<file path="src/rtl/program_loader_pkg.sv">
// ---------------------------------------------------------------------------
// program_loader_pkg
// Shared definitions for the program loader and its instruction buffer:
// the loader state encoding and the default sizing parameters.
// ---------------------------------------------------------------------------
package program_loader_pkg;

    // Default capacity of the instruction buffer, in 32-bit words.
    localparam int MAX_WORDS_DEFAULT = 32;

    // Default length of the CPU reset pulse issued after a program is loaded.
    localparam int RESTART_CYCLES_DEFAULT = 2;

    // Loader phases, in the order a normal load walks through them.
    typedef enum logic [2:0] {
        COLLECT = 3'd0,
        PREP    = 3'd1,
        STREAM  = 3'd2,
        RESTART = 3'd3,
        RUN     = 3'd4
    } loaderState_t;

endpackage

</file>
<file path="src/rtl/program_loader_buffer.sv">
// ---------------------------------------------------------------------------
// program_buffer
// MAX_WORDS x 32-bit register file holding the program collected from the
// host. One synchronous write port, one asynchronous read port, and no reset.
// Contents survive Reset and Reload; the loader's word count alone defines
// which entries are valid.
//
// Ports:
//   clk        clock
//   writeEn    write strobe
//   writeAddr  write address
//   writeData  word to store
//   readAddr   read address
//   readData   word at readAddr (combinational)
// ---------------------------------------------------------------------------
module program_buffer
    import program_loader_pkg::*;
#(
    parameter int MAX_WORDS = MAX_WORDS_DEFAULT,
    parameter int ADDR_W    = (MAX_WORDS > 1) ? $clog2(MAX_WORDS) : 1
) (
    input  logic              clk,
    input  logic              writeEn,
    input  logic [ADDR_W-1:0] writeAddr,
    input  logic [31:0]       writeData,
    input  logic [ADDR_W-1:0] readAddr,
    output logic [31:0]       readData
);

    logic [31:0] mem [MAX_WORDS];

    // Storage is deliberately left without a reset so that the whole array
    // can map onto plain registers or distributed RAM.
    always_ff @(posedge clk) begin
        if (writeEn) begin
            mem[writeAddr] <= writeData;
        end
    end

    assign readData = mem[readAddr];

endmodule

</file>
<file path="src/rtl/program_loader.sv">
// ---------------------------------------------------------------------------
// program_loader
// Collects a program from a host word stream into a local buffer, then holds
// the CPU in reset, streams the buffered words into the CPU's instruction
// memory one per clock, pulses the CPU reset again and lets it run.
//
// Ports:
//   clk              clock, all state changes on the rising edge
//   Reset            asynchronous active-high reset
//   HostValid        host word valid
//   HostData         host instruction word
//   HostLast         marks the final word of the program
//   Reload           request a new program load (honoured only in RUN)
//   HostReady        loader accepts a host word this cycle
//   CpuReset         CPU reset
//   LoadInstructions CPU instruction-load enable
//   Instruction      word presented to the CPU (0 when not loading)
//   Done             program loaded and CPU running
//   WordCount        number of buffered words
//   Overflow         sticky, host sent more than MAX_WORDS words
// ---------------------------------------------------------------------------
module program_loader
    import program_loader_pkg::*;
#(
    parameter int MAX_WORDS      = MAX_WORDS_DEFAULT,
    parameter int RESTART_CYCLES = RESTART_CYCLES_DEFAULT
) (
    input  logic        clk,
    input  logic        Reset,
    input  logic        HostValid,
    input  logic [31:0] HostData,
    input  logic        HostLast,
    input  logic        Reload,
    output logic        HostReady,
    output logic        CpuReset,
    output logic        LoadInstructions,
    output logic [31:0] Instruction,
    output logic        Done,
    output logic [5:0]  WordCount,
    output logic        Overflow
);

    localparam int ADDR_W = (MAX_WORDS > 1) ? $clog2(MAX_WORDS) : 1;
    localparam int CNT_W  = 6;
    localparam int RST_W  = (RESTART_CYCLES > 1) ? $clog2(RESTART_CYCLES) : 1;

    loaderState_t     state;
    loaderState_t     nextState;
    logic [CNT_W-1:0] wordCount;
    logic             overflow;
    logic [ADDR_W-1:0] idx;
    logic [RST_W-1:0] restartCount;
    logic [31:0]      readData;

    logic accept;
    logic bufFull;
    logic lastWord;
    logic restartDone;
    logic reloadNow;

    // Only COLLECT takes host words, and that is decided by state alone, so
    // HostReady never depends combinationally on HostValid.
    assign accept      = (state == COLLECT) && HostValid;
    assign bufFull     = (wordCount == CNT_W'(MAX_WORDS));
    assign lastWord    = ((CNT_W'(idx) + CNT_W'(1)) == wordCount);
    assign restartDone = (restartCount == RST_W'(RESTART_CYCLES - 1));
    assign reloadNow   = (state == RUN) && Reload;

    // State register; reset drops straight back to COLLECT, which also pulls
    // LoadInstructions low immediately because the outputs decode from state.
    always_ff @(posedge clk or posedge Reset) begin
        if (Reset) begin
            state <= COLLECT;
        end else begin
            state <= nextState;
        end
    end

    // Next-state and output decode. A load always has at least one word:
    // the handshake that ends COLLECT either stores a word or finds the
    // buffer already full, so STREAM never sees an empty program.
    always_comb begin
        nextState        = state;
        HostReady        = 1'b0;
        CpuReset         = 1'b1;
        LoadInstructions = 1'b0;
        Instruction      = 32'h0;
        Done             = 1'b0;
        case (state)
            COLLECT: begin
                HostReady = 1'b1;
                if (accept && HostLast) begin
                    nextState = PREP;
                end
            end
            PREP: begin
                nextState = STREAM;
            end
            STREAM: begin
                CpuReset         = 1'b0;
                LoadInstructions = 1'b1;
                Instruction      = readData;
                if (lastWord) begin
                    nextState = RESTART;
                end
            end
            RESTART: begin
                if (restartDone) begin
                    nextState = RUN;
                end
            end
            RUN: begin
                CpuReset = 1'b0;
                Done     = 1'b1;
                if (Reload) begin
                    nextState = COLLECT;
                end
            end
            default: begin
                nextState = COLLECT;
            end
        endcase
    end

    // Word count and sticky overflow. Words beyond capacity are dropped but
    // still complete the handshake so the host is never stalled.
    always_ff @(posedge clk or posedge Reset) begin
        if (Reset) begin
            wordCount <= '0;
            overflow  <= 1'b0;
        end else if (reloadNow) begin
            wordCount <= '0;
            overflow  <= 1'b0;
        end else if (accept) begin
            if (bufFull) begin
                overflow <= 1'b1;
            end else begin
                wordCount <= wordCount + CNT_W'(1);
            end
        end
    end

    // Stream index and restart pulse counter. Both rest at zero outside
    // their own phase, so each phase starts counting from zero on entry.
    always_ff @(posedge clk or posedge Reset) begin
        if (Reset) begin
            idx          <= '0;
            restartCount <= '0;
        end else begin
            if (state == STREAM && !lastWord) begin
                idx <= idx + ADDR_W'(1);
            end else begin
                idx <= '0;
            end
            if (state == RESTART && !restartDone) begin
                restartCount <= restartCount + RST_W'(1);
            end else begin
                restartCount <= '0;
            end
        end
    end

    program_buffer #(
        .MAX_WORDS (MAX_WORDS),
        .ADDR_W    (ADDR_W)
    ) u_buffer (
        .clk       (clk),
        .writeEn   (accept && !bufFull),
        .writeAddr (wordCount[ADDR_W-1:0]),
        .writeData (HostData),
        .readAddr  (idx),
        .readData  (readData)
    );

    assign WordCount = wordCount;
    assign Overflow  = overflow;

endmodule

</file>
<file path="config.mk">
export PLATFORM = sky130hd
export DESIGN_NAME = program_loader
export DESIGN_NICKNAME = d
export VERILOG_FILES = /design/src/rtl/program_loader_pkg.sv /design/src/rtl/program_loader_buffer.sv /design/src/rtl/program_loader.sv
export SDC_FILE = /design/constraint.sdc
export NUM_CORES = 1
export LEC_CHECK = 0
export CAP_MARGIN = 25
export CORE_MARGIN = 2
export CORE_UTILIZATION = 40
export DETAILED_ROUTE_END_ITERATION = 10
export PLACE_DENSITY = 0.55
export SYNTH_ARGS = -nofsm -noshare
export SYNTH_HDL_FRONTEND = slang
export SYNTH_SLANG_ARGS = --single-unit
</file>
<file path="constraint.sdc">
create_clock -name clk -period 4.29 [get_ports clk]
set_input_delay 0.858 -clock clk [delete_from_list [all_inputs] [get_ports clk]]
set_output_delay 0.858 -clock clk [all_outputs]
set_load 0.05 [all_outputs]
</file>
==> flow_summary.json <==
{
  "cp.arrival_ps": 3250,
  "synth_seq_cells": 1040,
  "hold_class": "reg2reg",
  "final.setup.worst_slack_ps": 178,
  "area_growth_pct": 17.8,
  "cts_buffers": 106,
  "grt_max_degree": 48,
  "ys_top_cells_by_count": "edfxtp_1 (1024), mux4_2 (255), nor2_1 (80), mux2_2 (63), clkbuf_1 (42)",
  "crit_type": "reg2out",
  "setup_violations": 0,
  "postCtsHoldBufs": 0,
  "rows": 116,
  "post_drt_wl_per_cell_um": 31.7,
  "regArea_mm2": 0.0312,
  "synthMostInstantiatedCell": "edfxtp_1",
  "ys_seq_area_share_pct": 77.5,
  "cts_sinks": 1040,
  "fillers": 8178,
  "synthTopCellsByArea": "edfxtp_1 (76%), mux4_2 (14%), mux2_2 (1.8%)",
  "power_density_mw_per_mm2": 574,
  "synth_cell_type_count": 42,
  "dp_hpwl_um": 58900,
  "skew_ps": 22.6,
  "status": "complete, no violations",
  "dieArea_mm2": 0.103,
  "cts_root_buffer": "clkbuf_16",
  "setup_tns_ps": 0,
  "pin_count": 80,
  "drive_gt1_share_pct": 34.0,
  "slew_headroom_pct": 28.2,
  "ir_worst_vdd_v": 0.000546,
  "finalHoldViolations": 0,
  "cts_tree": "built",
  "synthArstFlopShare_pct": 1.54,
  "core_area_mm2": 0.0999,
  "die_w_um": 321,
  "htree_num_levels": 3,
  "cap_violations": 0,
  "yosysTopAreaCell": "edfxtp_1",
  "fp.dieH_um": 321,
  "slew_violations": 0,
  "hold_slack_ps": 470,
  "startpoint_type": "register",
  "overflow": 0,
  "vias": 19300,
  "synth-edff-count": 1024,
  "clkLatencyLatePin_ps": 670,
  "drt_wl_total_um": 106000,
  "synth_nets": 1789,
  "synthDominantCellAreaShare_pct": 76.5,
  "antenna_found_initial": 1,
  "critPathCaptureType": "output pin",
  "dpl-instance-area_mm2": 0.0436,
  "grt_usage_pct": 20.5,
  "yosys_most_used_dff": "edfxtp_1",
  "critPathMaxFanout": 36,
  "antenna_left": 0,
  "grt_setup_unrepaired": "false",
  "routed_via_density": 5.77,
  "finalInstanceArea_mm2": 0.0474,
  "clk_pin_slew_ps": 60,
  "ys_warn_count": 0,
  "dp.cells": 3124,
  "p_leak_nw": 14.7,
  "max_freq_mhz": 243,
  "drtPass1Iterations": 5,
  "avgSynthCellArea_um2": 23.0,
  "period_share_pct": 95.9,
  "multi_input_area_mm2": 0.00874,
  "grt_pass1_vias": 19700,
  "place_ws_ps": 749,
  "worstMarginPinSlew_ps": 1070,
  "grt_first_pass_wirelength_um": 148000,
  "syn_inst": 1747,
  "cp.required_ps": 3430,
  "gp_congestion": 0.768,
  "syn_area_mm2": 0.0402,
  "max-clock-path-buffers": 3,
  "nets": 1999,
  "drc": 0,
  "layout_min_cycle_time_ps": 4110,
  "initial_utilization_pct": 40.3,
  "port-buffer-count": 79,
  "fin_cells": 3337,
  "drtIter0Drc": 2057
}
-- cell type report --
cell class	count	share of cell area, %
well taps	1298	3.43
repair buffers	203	5.34
inverters	6	0.0475
clock inverters	58	1.16
clock buffers	131	5.80
diodes	1	0.00528
flip-flops and latches	1040	65.8
multi-input cells	600	18.4
-- layer usage --
layer  wire, um  vias up  track usage, %  share of wire, %
li1           -     7868               -                 -
met1      47000    10600            29.8                44
met2      48900      676            31.6                46
met3       7770      141            4.94               7.4
met4       2030        0            4.64               1.9
met5          0        -               0                 0
-- registers in the layout, indices dropped and copies added, names as in the netlist --
register	cells
Overflow	1
WordCount	6
idx	5
restartCount	1
state	3
u_buffer.mem	1024
-- cells in the final DEF (no fill, tap or decap), types with 5 or more instances in the layout --
cell type	count
edfxtp_1	1024
mux4_2	255
clkbuf_16	114
buf_4	88
mux2_2	63
nor2_1	49
clkdlybuf4s50_1	47
buf_12	46
mux2i_1	35
a21oi_1	32
o221ai_1	31
nor2_4	31
a221oi_2	29
clkinv_1	26
clkbuf_1	25
clkinv_2	14
nand2_1	12
dfrtp_1	11
xor2_1	9
bufinv_16	9
xnor2_1	6
nand3_1	6
buf_16	6
buf_8	6
ha_1	5
-- what timing repair did --
| action | CTS | global route |
|---|---|---|
| setup buffers | 0 | 5 |
| endpoints found under the setup margin | 0 | 10 |
| gates resized for setup | 0 | 2 |
-- critical path, stage by stage, from the launching register on --
cell and delay, ps:
dfrtp_4 850, buf_12 290, mux4_2 330, mux2i_1 390
nor2_1 90, a221oi_2 180, a21oi_1 170, buf_12 200
-- logic make-up (layout without fill, tap and decap cells) --
logic type               Yosys count  count (layout)  share of synthesized area (%)
AO/OA/AOI/OAI                    104             104                           2.36
XOR/XNOR                          15              15                          0.327
adder cells (fa/ha/maj)            5               5                          0.156
buffers and inverters            107             398                           1.44
flip-flops                      1040            1040                           77.5
multiplexers                     353             353                           16.9
other                              0               1                              0
AND/OR/NAND/NOR                  123             123                           1.35
-- worst paths after layout --
check | endpoint | startpoint | depth (start not counted) | slack, ps
min reg2reg | restartCount$_DFF_PP0_ | restartCount$_DFF_PP0_ | 1 | 470
max in group asynchronous | idx[2]$_DFF_PP0_ | Reset | 2 | 2760
max | Instruction[19] | idx[3]$_DFF_PP0_ | 7 | 180
min | restartCount$_DFF_PP0_ | restartCount$_DFF_PP0_ | 1 | 470
max reg2reg | u_buffer.mem[0][19]$_DFFE_PP_ | WordCount[3]$_DFFE_PP0P_ | 5 | 760
min in group asynchronous | idx[4]$_DFF_PP0_ | Reset | 2 | 1010
-- report_power, final --
group          leakage [nW]  internal [W]  switching [W]
combinational          3.66       0.00294        0.00385
sequential             9.40        0.0113       0.000151
clock                  1.60       0.00507        0.00383
total                  14.7        0.0193        0.00784
-- through the flow --
stage / power (W) / utilization, %
2_1_floorplan: 0.0159 / -
3_3_place_gp: 0.0185 / 43.6
3_5_place_dp: 0.0185 / 43.7
4_1_cts: 0.0274 / 47.0
5_1_grt: 0.0281 / 47.4
6_report: 0.0272 / 47.4
(Power assumes the default switching activity.)
